## src/rtl/cpu_core_pkg.sv

```systemverilog
// Shared opcode encodings, ALU source selectors and load-enable bit positions
// for the parametrised accumulator CPU core.
package cpu_core_pkg;

  localparam int unsigned OPCODE_W = 4;

  // Every 4-bit pattern is named, so casting a raw opcode field is always legal.
  typedef enum logic [OPCODE_W-1:0] {
    OP_ADD_A   = 4'b0000,
    OP_MOV_A_B = 4'b0001,
    OP_IN_A    = 4'b0010,
    OP_MOV_A_I = 4'b0011,
    OP_MOV_B_A = 4'b0100,
    OP_ADD_B   = 4'b0101,
    OP_IN_B    = 4'b0110,
    OP_MOV_B_I = 4'b0111,
    OP_NOP_8   = 4'b1000,
    OP_OUT_B   = 4'b1001,
    OP_NOP_A   = 4'b1010,
    OP_OUT_I   = 4'b1011,
    OP_HALT    = 4'b1100,
    OP_NOP_D   = 4'b1101,
    OP_JNC     = 4'b1110,
    OP_JMP     = 4'b1111
  } opcode_t;

  typedef enum logic [1:0] {
    SRC_ZERO = 2'd0,
    SRC_A    = 2'd1,
    SRC_B    = 2'd2,
    SRC_IN   = 2'd3
  } src_sel_t;

  localparam int unsigned LD_A   = 0;
  localparam int unsigned LD_B   = 1;
  localparam int unsigned LD_OUT = 2;
  localparam int unsigned LD_PC  = 3;

endpackage

```

## src/rtl/cpu_decoder.sv

```systemverilog
// Combinational instruction decoder: opcode and current carry flag to
// ALU source select, register load enables {pc,out,b,a}, halt and carry write.
module cpu_decoder
  import cpu_core_pkg::*;
(
  input  opcode_t    opcode,
  input  logic       c,
  output src_sel_t   src_sel,
  output logic [3:0] ld,
  output logic       halt,
  output logic       c_we
);

  always_comb begin
    src_sel = SRC_ZERO;
    ld      = '0;
    halt    = 1'b0;
    c_we    = 1'b1;
    case (opcode)
      OP_ADD_A:   begin src_sel = SRC_A;  ld[LD_A]   = 1'b1; end
      OP_MOV_A_B: begin src_sel = SRC_B;  ld[LD_A]   = 1'b1; end
      OP_IN_A:    begin src_sel = SRC_IN; ld[LD_A]   = 1'b1; end
      OP_MOV_A_I: begin                   ld[LD_A]   = 1'b1; end
      OP_MOV_B_A: begin src_sel = SRC_A;  ld[LD_B]   = 1'b1; end
      OP_ADD_B:   begin src_sel = SRC_B;  ld[LD_B]   = 1'b1; end
      OP_IN_B:    begin src_sel = SRC_IN; ld[LD_B]   = 1'b1; end
      OP_MOV_B_I: begin                   ld[LD_B]   = 1'b1; end
      OP_OUT_B:   begin src_sel = SRC_B;  ld[LD_OUT] = 1'b1; end
      OP_OUT_I:   begin                   ld[LD_OUT] = 1'b1; end
      OP_JMP:     begin                   ld[LD_PC]  = 1'b1; end
      // JNC tests the carry left by the previous instruction, then clears it.
      OP_JNC:     begin                   ld[LD_PC]  = ~c;   end
      OP_HALT:    begin halt = 1'b1; c_we = 1'b0; end
      default:    begin c_we = 1'b0; end
    endcase
  end

endmodule

```

## src/rtl/cpu_core_param.sv

```systemverilog
// Parametrised single-cycle accumulator CPU core with external program memory,
// step enable, sticky HALT and a one-cycle output strobe.
module cpu_core_param
  import cpu_core_pkg::*;
#(
  parameter int unsigned DATA_WIDTH = 4,
  parameter int unsigned ADDR_WIDTH = 4
) (
  input  logic                         CLOCK_50,
  input  logic                         RESET,
  input  logic                         en,
  output logic [ADDR_WIDTH-1:0]        pc_addr,
  input  logic [OPCODE_W+DATA_WIDTH-1:0] instr_in,
  input  logic [DATA_WIDTH-1:0]        in_port,
  output logic [DATA_WIDTH-1:0]        out_port,
  output logic                         out_valid,
  output logic                         carry,
  output logic                         halted
);

  logic [DATA_WIDTH-1:0] a_q, b_q, out_q;
  logic [ADDR_WIDTH-1:0] pc_q;
  logic                  c_q, halted_q, out_valid_q;

  opcode_t               opcode;
  logic [DATA_WIDTH-1:0] imm;
  logic [DATA_WIDTH-1:0] src;
  logic [DATA_WIDTH:0]   sum;
  src_sel_t              src_sel;
  logic [3:0]            ld;
  logic                  halt, c_we, exec;

  assign opcode = opcode_t'(instr_in[OPCODE_W+DATA_WIDTH-1 -: OPCODE_W]);
  assign imm    = instr_in[DATA_WIDTH-1:0];
  assign exec   = en & ~halted_q;

  cpu_decoder u_dec (
    .opcode  (opcode),
    .c       (c_q),
    .src_sel (src_sel),
    .ld      (ld),
    .halt    (halt),
    .c_we    (c_we)
  );

  always_comb begin
    src = '0;
    case (src_sel)
      SRC_A:   src = a_q;
      SRC_B:   src = b_q;
      SRC_IN:  src = in_port;
      default: src = '0;
    endcase
  end

  assign sum = {1'b0, src} + {1'b0, imm};

  always_ff @(posedge CLOCK_50) begin
    if (RESET) begin
      a_q         <= '0;
      b_q         <= '0;
      out_q       <= '0;
      pc_q        <= '0;
      c_q         <= 1'b0;
      halted_q    <= 1'b0;
      out_valid_q <= 1'b0;
    end else begin
      out_valid_q <= 1'b0;
      if (exec) begin
        if (ld[LD_A])   a_q   <= sum[DATA_WIDTH-1:0];
        if (ld[LD_B])   b_q   <= sum[DATA_WIDTH-1:0];
        if (ld[LD_OUT]) out_q <= sum[DATA_WIDTH-1:0];
        if (c_we)       c_q   <= sum[DATA_WIDTH];
        out_valid_q <= ld[LD_OUT];
        if (halt)
          halted_q <= 1'b1;
        else if (ld[LD_PC])
          pc_q <= imm[ADDR_WIDTH-1:0];
        else
          pc_q <= pc_q + ADDR_WIDTH'(1);
      end
    end
  end

  assign pc_addr   = pc_q;
  assign out_port  = out_q;
  assign out_valid = out_valid_q;
  assign carry     = c_q;
  assign halted    = halted_q;

endmodule

```

## config.mk

```make
export PLATFORM = sky130hd
export DESIGN_NAME = cpu_core_param
export DESIGN_NICKNAME = d
export VERILOG_FILES = /design/src/rtl/cpu_core_pkg.sv /design/src/rtl/cpu_decoder.sv /design/src/rtl/cpu_core_param.sv
export SDC_FILE = /design/constraint.sdc
export NUM_CORES = 1
export LEC_CHECK = 0
export ABC_AREA = 0
export BUFFER_PORTS_ARGS = -buffer_cell sky130_fd_sc_hd__buf_2
export CORE_AREA = 2 2 69 45
export CTS_BUF_LIST = sky130_fd_sc_hd__clkbuf_8
export CTS_CLUSTER_SIZE = 10
export DETAILED_ROUTE_END_ITERATION = 6
export DIE_AREA = 0 0 71 47
export PLACE_DENSITY = 0.74
export SYNTH_ARGS = -nofsm -noshare
export SYNTH_HDL_FRONTEND = slang
export SYNTH_HIERARCHICAL = 1
export SYNTH_SLANG_ARGS = --single-unit
```

## constraint.sdc

```tcl
create_clock -name CLOCK_50 -period 5.4 [get_ports CLOCK_50]
set_input_delay 0.54 -clock CLOCK_50 [delete_from_list [all_inputs] [get_ports CLOCK_50]]
set_output_delay 0.54 -clock CLOCK_50 [all_outputs]
set_load 0.03 [all_outputs]
```

After elaboration in Yosys (flattened, before gate mapping):

Cells that the tools add are included.

* bits in registers: 19
* input port bits: 15
* output and inout bits: 11
* logic and storage cells: 53

* add/sub/neg operators: 2
* equal/unequal tests: 15
* muxes and demuxes: 9
* bitwise logic cells: 5
* reduce and logical (&&, ||, !) cells: 15

Operators by type and width (count)
* $eq A4 B4 Y1 const B: 5
* $eq A4 B3 Y1 const B: 4
* $pmux W4 S3: 1
* $reduce_and A2 Y1: 6
* $reduce_or A12 Y1: 1
* $eq A4 B2 Y1 const B: 2
* $reduce_or A2 Y1: 4
* $reduce_or A4 Y1: 2
* $pmux W2 S3: 1
* $add A4 B4 Y5: 1
* $mux W1: 5
* $add A4 B1 Y4 const B: 1
* $eq A2 B2 Y1 const B: 2
* $eq A4 B1 Y1 const B: 1
* $logic_not A4 Y1: 1
* $mux W4: 1
* $not A1 Y1: 4
* $reduce_or A3 Y1: 1
* $eq A2 B1 Y1 const B: 1
* $pmux W1 S2: 1
* $and A1 B1 Y1: 1

Depth between registers and ports, before layout:

Gate-level depths: netlist of run 1.

* word-level depth: 6
* depth in mapped cells: 10
* mapped depth without buffers: 10

Cells and area by module:

The synthesis of run 1 kept the hierarchy.

Modules (own cells, without submodules)
* cpu_core_param: times used 1, cells an instance 117, area an instance 1079.8 sq um, sequential area each 380.4 sq um
* cpu_decoder: times used 1, cells an instance 13, area an instance 75.1 sq um, sequential area each 0.0 sq um

Worst setup path after synthesis of run 1:

OpenSTA, ideal clock, no wires.

* kind: input to register
* start point: input port instr_in[4]
* end point: register a_q[3]
* setup time: 0.135 ns
* arrival: 2.341 ns
* data required time: 5.265 ns
* setup slack: 2.924 ns
* cell stages on the path: 9
* buffers on the path: 0
* cells stage by stage: nor2_2 > a22o_1 > mux2_2 > a22oi_1 > inv_1 > ha_1 > and3_1 > o211ai_1 > o311ai_2

* longest elaborated chain between the ends: 6
* elaborated cells between the ends (all ways): 20
* classes of those cells: add/sub (1); eq/ne (10); mux (3); reduce/logical (6)

Ends and longest elaborated chain
* from (decl): RTL line cpu_core_param.sv:13 `input logic [OPCODE_W+DATA_WIDTH-1:0] instr_in,`
* $eq A4 B1 Y1 (tied with other cells): RTL line cpu_decoder.sv:19 `case (opcode)`
* $reduce_or A3 Y1 (no line) or $reduce_or A2 Y1 (tied branches)
* $pmux W2 S3 *: RTL line cpu_decoder.sv:19
* via src_sel[1]: RTL line cpu_core_param.sv:29 `src_sel_t src_sel;`
* $eq A2 B2 Y1 or $eq A2 B1 Y1 (tied branches): RTL line cpu_core_param.sv:48 `case (src_sel)`
* $pmux W4 S3 *: RTL line cpu_core_param.sv:48
* $add A4 B4 Y5 *: RTL line cpu_core_param.sv:56 `assign sum = {1'b0, src} + {1'b0, imm};`
* to (signal assigned): RTL line cpu_core_param.sv:70 `if (ld[LD_A]) a_q <= sum[DATA_WIDTH-1:0];`
* to (decl): RTL line cpu_core_param.sv:21 `logic [DATA_WIDTH-1:0] a_q, b_q, out_q;`

The timed path passes the listed nets; every way through them passes the cells marked *.
A chain may end at the register's enable or synchronous reset.

Worst setup path after layout of run 1:

* start point: input port instr_in[4]
* end point: register b_q[2]

* longest elaborated chain between the ends: 6
* elaborated cells between the ends (all ways): 20
* classes of those cells: add/sub (1); eq/ne (10); mux (3); reduce/logical (6)

Ends and longest elaborated chain
* $eq A4 B1 Y1 (tied with other cells): RTL line cpu_decoder.sv:19
* $reduce_or A3 Y1 (no line) or $reduce_or A2 Y1 (tied branches)
* $pmux W2 S3 *: RTL line cpu_decoder.sv:19
* via src_sel[0]: RTL line cpu_core_param.sv:29
* $eq A2 B2 Y1 or $eq A2 B1 Y1 (tied branches): RTL line cpu_core_param.sv:48
* $pmux W4 S3 *: RTL line cpu_core_param.sv:48
* $add A4 B4 Y5 *: RTL line cpu_core_param.sv:56
* to (signal assigned): RTL line cpu_core_param.sv:71 `if (ld[LD_B]) b_q <= sum[DATA_WIDTH-1:0];`
* to (decl): RTL line cpu_core_param.sv:21

Marked as above.

==> results of run 1 <==
==> report_power, final <==
part	internal [W]	total, W	switching [W]
Sequential	0.000146	0.000152	0.00000522
Combinational	0.0000252	0.0000631	0.0000378
Clock	0.0000506	0.0000977	0.0000471
==> worst max-delay path: stages <==
cell	delay (ns)
buf_2	0.13
nor2_2	0.23
a22o_1	0.30
nor2b_1	0.30
a22o_1	0.19
ha_1	0.17
inv_1	0.06
fa_1	0.40
xnor2_1	0.29
mux2i_1	0.12
nor2_1	0.11
==> metrics by stage <==
stage               total power [W]  utilization  hold WS, ns
floorplan                  0.000198            -        0.456
global route               0.000329        0.487        0.484
CTS                        0.000316        0.487        0.464
finish                     0.000313        0.487        0.466
detailed placement         0.000217        0.471        0.445
global placement           0.000216        0.471        0.442
==> kinds of logic after synthesis <==
logic type,share of synthesized area
compound gates,0.210
xor+xnor,0.00759
fa+ha+maj,0.0715
buf+inv,0.0617
flops,0.329
mux,0.0813
simple gates,0.238
==> metal layers <==
| metal | global-route usage | up-vias | share of wire |
|---|---|---|---|
| li1 | - | 519 | - |
| met5 | 0 | - | 0 |
| met3 | 0.0601 | 3 | 0.083 |
| met4 | 0.0377 | 0 | 0.0044 |
| met1 | 0.242 | 467 | 0.52 |
| met2 | 0.271 | 39 | 0.39 |
==> state kept, by name, indices dropped and copies added, names as in the netlist <==
signal / cells
a_q: 4
b_q: 4
carry: 1
halted: 1
out_port: 4
out_valid: 1
pc_addr: 4
==> final timing paths <==
| path | start | to | slack [ns] |
|---|---|---|---|
| worst max-delay path | instr_in[4] | b_q[2]$_SDFFE_PP0P_ | 2.75 |
| worst min-delay path | out_port[2]$_SDFFE_PP0P_ | out_port[2]$_SDFFE_PP0P_ | 0.47 |
| worst min register to register | out_port[2]$_SDFFE_PP0P_ | out_port[2]$_SDFFE_PP0P_ | 0.47 |
| worst max register to register | a_q[1]$_SDFFE_PP0P_ | b_q[3]$_SDFFE_PP0P_ | 3.51 |
==> synthesized netlist by cell type (all sizes together) (2+ instances only) <==
cell type	n	area, µm²
a211oi	4	30.0
a21oi	7	35.0
a22o	4	35.0
and3b	4	40.0
buf	4	32.5
clkbuf	2	8.75
dfxtp	19	380
ha	5	62.6
inv	8	30.0
mux2	3	33.8
mux2i	6	60.1
nand2	8	30.0
nand3	3	15.0
nand4b	3	26.3
nor2	16	62.6
nor2b	5	31.3
nor3b	3	27.5
o211ai	4	30.0
o21ai	5	25.0
o311ai	3	41.3
==> final cells by class <==
cell class,count,area [µm²],share of cell area
clock buffers,3,41.3,0.0311
clock inverters,1,3.75,0.00283
inverters,8,30.0,0.0226
multi-input cells,97,703,0.530
flip-flops and latches,19,380,0.287
well taps,34,42.5,0.0321
repair buffers,25,125,0.0943
==> impl_metrics.toml, run 1 <==
[outcome]
outcome = "finished clean"

[routing]
viasPerCell = 5.50
antenna_left = 0
dr_total_vias = 1028
drcViolationCount = 0
detail_route.wl_per_cell_um = 14.5
first_pass_iters = 4
drt-total-wl_um = 2710
drt_iter0_drc = 41

[finish]
fill_cells = 263
final_common_cell = "buf_2"
fin_cells = 187
final_area_um2 = 1330
nets = 175
diodes = 0
syn2layout_area_growth_pct = 14.8
drive_above_1_share = 0.261
final_cell_mix = "25 x buf_2, 19 x dfxtp_1, 15 x nor2_1"

[sta]
min_period_ns = 2.65
tightestPinTransition_ns = 0.705
tns_ns = 0
rsz0062_at_grt = "no"
hold_violations = 0
fmax_ghz = 0.377
skew_ns = 0.00241
max_slew_margin = 0.530
setup_viol = 0
fin_ws_ns = 2.75
period_share = 0.491
slew_viol_final = 0

[power]
cellLeakagePower_nw = 0.567
power_density_nw_per_um2 = 236
ir_worst_vdd_mv = 0.192

[yosys]
ys_async_sr_fraction = 0
synth.net_count = 151
synth-seq-cells = 19
ys_seq_area_frac = 0.329
ys.flop_type = "dfxtp_1"
synth_cell_type_count = 39
ys.warnings.count = 6
synth_edf_count = 0
avgSynthCellArea_um2 = 8.88
synth_cells = 130
synth.cell_area_um2 = 1150

[clock_tree]
path_clk_slew_ns = 0.07
clock_latency_ns = 0.26
cts_tree = "done"
root_buffer = "clkbuf_8"
cts_buffers = 3
h-tree-depth = 1
hold_buffers = 0
cts_resized = 0
post-cts-setup-buffer-count = 0
clockBufferDepth = 2
numClockSinks = 19

[setup_path]
arrival_ns = 2.84
worst_setup_path_start_kind = "primary input"
required_ns = 5.59
worst_setup_path_end_kind = "flip-flop"
worst-setup-path-type = "primary input to flip-flop"
ff2ff_path_depth = 7
path_max_fanout = 6

[placement]
place_area_um2 = 1280
port_buffers = 25
hpwl_um = 2120
place_inst = 183
place_ws_ns = 2.52
gp_congestion = 0.883

[grt]
antenna_found_initial = 0
track_usage = 0.175
grt_max_degree = 23
gr-total-overflow = 0
grt_pass1_vias = 966
grt_pass1_wl_um = 4440

[hold_path]
hp-class = "flip-flop to flip-flop"
hold_depth = 2

[job]
cap_violations = 0

[floorplan]
dieArea_um2 = 3340
die_y_um = 47
num_rows = 15
core_um2 = 2720
io_pins = 26
die_w_um = 71
floorplan.initialDensity = 0.424
Note: power is estimated with default switching activity, not from simulation.
==> run 2: changes to the inputs <==
==> constraint.sdc (replaced) <==
create_clock -name CLOCK_50 -period 2.65 [get_ports CLOCK_50]
set_input_delay 0.265 -clock CLOCK_50 [delete_from_list [all_inputs] [get_ports CLOCK_50]]
set_output_delay 0.265 -clock CLOCK_50 [all_outputs]
set_load 0.03 [all_outputs]
==> run 2 against run 1 <==
Routed wire length shrank 0.92%. Highest routed layer unchanged. Combinational power up 110%. Critical path depth is 1 lower. Cell area is 1.1% higher. Largest power group unchanged. Count of clock-buffer cells in the layout stayed put. Clock skew grew 0.00053 ns. Die area stayed put.
==> impl_metrics.toml, run 2 (synthesis gave the netlist of run 1 again) <==
[clock_tree]
path_clk_slew_ns = 0.07
cts_tree = "done"
clockBufferDepth = 2
h-tree-depth = 1
post-cts-setup-buffer-count = 0
root_buffer = "clkbuf_8"
numClockSinks = 19
clock_latency_ns = 0.26
cts_resized = 0
cts_buffers = 3
hold_buffers = 0

[grt]
gr-total-overflow = 0
antenna_found_initial = 0
grt_pass1_wl_um = 4400
grt_pass1_vias = 984
grt_max_degree = 23
track_usage = 0.174

[sta]
fmax_ghz = 0.449
max_slew_margin = 0.541
period_share = 0.840
skew_ns = 0.00295
setup_viol = 0
min_period_ns = 2.22
tightestPinTransition_ns = 0.688
slew_viol_final = 0
rsz0062_at_grt = "no"
tns_ns = 0
hold_violations = 0

[setup_path]
timing.rr.start = "a_q[1]$_SDFFE_PP0P_"
worst-setup-path-type = "primary input to flip-flop"
path_max_fanout = 7
worst_setup_path_end_kind = "flip-flop"
worst_setup_path_start_kind = "primary input"
arrival_ns = 2.36
required_ns = 2.78
ff2ff_path_depth = 7
critical_path.startpoint = "instr_in[7]"

[finish]
final_area_um2 = 1340
syn2layout_area_growth_pct = 16.1
final_common_cell = "buf_2"
final_cell_mix = "25 x buf_2, 19 x dfxtp_1, 15 x nor2_1"
fin_util = 0.493
drive_above_1_share = 0.271
nets = 177
fin_cells = 189
diodes = 0

[routing]
dr_total_vias = 1043
wl_met3_um = 167
drcViolationCount = 0
dr_wl_met2_um = 1140
met1_length_um = 1360
routed.top_layer = "met4"
drt_iter0_drc = 69
first_pass_iters = 4
antenna_left = 0
viasPerCell = 5.52
detail_route.wl_per_cell_um = 14.2
drt-total-wl_um = 2690

[floorplan]
core_um2 = 2720
num_rows = 15
dieArea_um2 = 3340
die_y_um = 47
io_pins = 26
floorplan.initialDensity = 0.424
die_w_um = 71

[hold_path]
hp-class = "primary input to flip-flop"
hold_depth = 3
hold_start = "instr_in[0]"

[power]
totalPowerFinal_w = 0.000642
seqPwrFrac = 0.481
power_density_nw_per_um2 = 479
ir_worst_vdd_mv = 0.286
clkPwrFrac = 0.314
switching_share = 0.291
p_sw_w = 0.000187
intPower_w = 0.000455
cellLeakagePower_nw = 0.578
comb_power_share = 0.205

[placement]
port_buffers = 25
place_area_um2 = 1300
gp_congestion = 0.848
place_inst = 185
hpwl_um = 2040

[outcome]
outcome = "finished clean"

[job]
cap_violations = 0
==> run 2: cell count changes in the layout (fill, tap and decap cells not counted), sizes merged <==
cell / delta
buf: +2
==> run 2: routing by layer <==
layer | vias up | global-route usage
met5 | - | 0
met4 | 0 | 0.0415
met3 | 4 | 0.0536
met2 | 28 | 0.282
met1 | 491 | 0.234
li1 | 520 | -
==> run 2: through the flow <==
stage / setup slack, ns / hold slack, ns
final: 0.425 / 0.298
after global placement: 0.316 / 0.442
after floorplan: 0.449 / 0.406
after detailed placement: 0.182 / 0.448
after global routing: 0.269 / 0.328
after CTS: 0.457 / 0.290
==> run 2: final cells by class <==
type / instances / area (µm²)
clock buffer: 3 / 41.3
clock inverter: 1 / 3.75
fill: 273 / 1380
inverter: 8 / 30.0
multi-input combinational: 97 / 703
sequential: 19 / 380
tap: 34 / 42.5
timing repair buffer: 27 / 140
==> run 2: power by group through the flow <==
stage / Combinational [W] / Sequential [W] / Clock (W)
5_1_grt: 0.000144 / 0.000310 / 0.000221
6_report: 0.000132 / 0.000309 / 0.000201
3_5_place_dp: 0.000130 / 0.000315 / 0
4_1_cts: 0.000131 / 0.000309 / 0.000207
2_1_floorplan: 0.0000763 / 0.000328 / 0
3_3_place_gp: 0.000125 / 0.000315 / 0
==> run 2: worst paths after layout <==
path                                    to  slack, ns
hold reg to reg   out_port[2]$_SDFFE_PP0P_       0.46
setup / recovery       a_q[3]$_SDFFE_PP0P_       0.43
hold / removal     pc_addr[0]$_SDFFE_PP0P_       0.30
setup reg to reg       a_q[3]$_SDFFE_PP0P_       0.79
==> run 2: critical path: stages <==
cell and delay [ns]:
buf_2 0.14, nor2_2 0.10, a22o_1 0.31, mux2_2 0.37
a22oi_1 0.23, inv_1 0.08, ha_1 0.28, and3_1 0.20
o211ai_1 0.23, o311ai_2 0.13
==> run 3: changes to the inputs <==
==> constraint.sdc (replaced) <==
create_clock -name CLOCK_50 -period 2.2 [get_ports CLOCK_50]
set_input_delay 0.22 -clock CLOCK_50 [delete_from_list [all_inputs] [get_ports CLOCK_50]]
set_output_delay 0.22 -clock CLOCK_50 [all_outputs]
set_load 0.03 [all_outputs]
==> run 3 against run 2 <==
Critical path depth fell by 1. Total power grew 22%. Flip-flop and latch count unchanged. Cell count is 3.7% higher. Global-route usage up 1.3 points. Clock skew barely moved. Critical path type unchanged. Largest power group unchanged.
==> impl_metrics.toml, run 3 (synthesis gave the netlist of run 1 again) <==
[setup_path]
path_buf_inv = 1
path_max_fanout = 6
crit_path_cell_trace = "buf_2, nor2_2, a22o_2, mux2_2, a22o_1, ha_1, and3_1, o211ai_1, o311ai_2"
critPathSlowestCell = "mux2_2"
required_ns = 2.33
critPathMaxStageDelay_ns = 0.35
worst_setup_path_end_kind = "flip-flop"
arrival_ns = 2.19
worst_path_dominant_cell_family = "compound AO/OA/AOI/OAI gates"
worst_setup_path_start_kind = "primary input"
worst-setup-path-type = "primary input to flip-flop"

[clock_tree]
clockBufferDepth = 2
cts_tree = "done"
hold_buffers = 0
path_clk_slew_ns = 0.07
numClockSinks = 19
root_buffer = "clkbuf_8"
post-cts-setup-buffer-count = 0
cts_buffers = 3
cts_resized = 1
h-tree-depth = 1
clock_latency_ns = 0.26

[floorplan]
dieArea_um2 = 3340
floorplan.initialDensity = 0.424
core_um2 = 2720
die_y_um = 47
num_rows = 15
die_w_um = 71
io_pins = 26

[sta]
max_slew_margin = 0.532
tightestPinTransition_ns = 0.702
slew_viol_final = 0
setup_viol = 0
skew_ns = 0.00278
hold_violations = 0
min_period_ns = 2.05
holdWs_ns = 0.249
fmax_ghz = 0.487
period_share = 0.933
rsz0062_at_grt = "no"

[finish]
final_common_cell = "buf_2"
fill_cells = 262
multi_input_area_um2 = 712
drive_above_1_share = 0.315
nets = 184
diodes = 0
final_area_um2 = 1400
seq_area_um2 = 380
final_cell_mix = "25 x buf_2, 19 x dfxtp_1, 15 x nor2_1"
syn2layout_area_growth_pct = 21.5

[grt]
grt_pass1_wl_um = 4730
gr-total-overflow = 0
grt_max_degree = 23
grt_pass1_vias = 1013
antenna_found_initial = 0
track_usage = 0.188

[placement]
gp_congestion = 0.859
hpwl_um = 2110
place_area_um2 = 1350
port_buffers = 25

[power]
ir_worst_vdd_mv = 0.341
power_density_nw_per_um2 = 560
cellLeakagePower_nw = 0.614

[routing]
drt_iter0_drc = 95
drt-total-wl_um = 2690
detail_route.wl_per_cell_um = 13.7
viasPerCell = 5.43
dr_total_vias = 1064
antenna_left = 0
first_pass_iters = 4
drcViolationCount = 0

[hold_path]
hp-class = "primary input to flip-flop"

[outcome]
outcome = "finished clean"

[job]
cap_violations = 0
==> run 3: layout make-up <==
cell class                 count  share of cell area
multi-input combinational     97               0.508
clock buffer                   3              0.0294
sequential                    19               0.271
clock inverter                 1             0.00268
tap                           34              0.0303
timing repair buffer          34               0.137
inverter                       8              0.0214
==> run 3: path summary, 6_finish.rpt <==
path	startpoint	to	slack [ns]	cells past startpoint
worst max-delay path	instr_in[4]	b_q[3]$_SDFFE_PP0P_	0.15	9
worst min register to register	out_port[0]$_SDFFE_PP0P_	out_port[0]$_SDFFE_PP0P_	0.46	2
worst min-delay path	instr_in[0]	pc_addr[0]$_SDFFE_PP0P_	0.25	3
worst max register to register	a_q[2]$_SDFFE_PP0P_	b_q[3]$_SDFFE_PP0P_	0.36	6
==> run 3: tightest hold or removal path, stage by stage <==
cell	delay, ns
buf_2	0.11
nand3_1	0.07
a21oi_1	0.06
==> run 3: report_power, final <==
part	switching (W)	internal [W]
registers	0.0000123	0.000359
clock network	0.000119	0.000124
logic	0.0000957	0.0000747
==> run 3: through the flow <==
step	std cells	power (W)	util	setup WS (ns)	setup TNS (ns)
after floorplan	130	0.000487	-	0.0445	0
after global placement	192	0.000541	0.496	-0.0804	-0.267
after detailed placement	192	0.000547	0.496	-0.210	-1.49
after CTS	196	0.000795	0.513	0.0625	0
after global routing	196	0.000832	0.515	0.0271	0
final	196	0.000785	0.515	0.148	0
==> run 3: routing by layer <==
metal,vias up,part of all wire,routed length (µm),global-route usage
li1,537,-,-,-
met3,2,0.066,178,0.0579
met4,0,0.0026,7,0.0226
met2,30,0.42,1120,0.303
met5,-,0,0,0
met1,495,0.51,1380,0.260
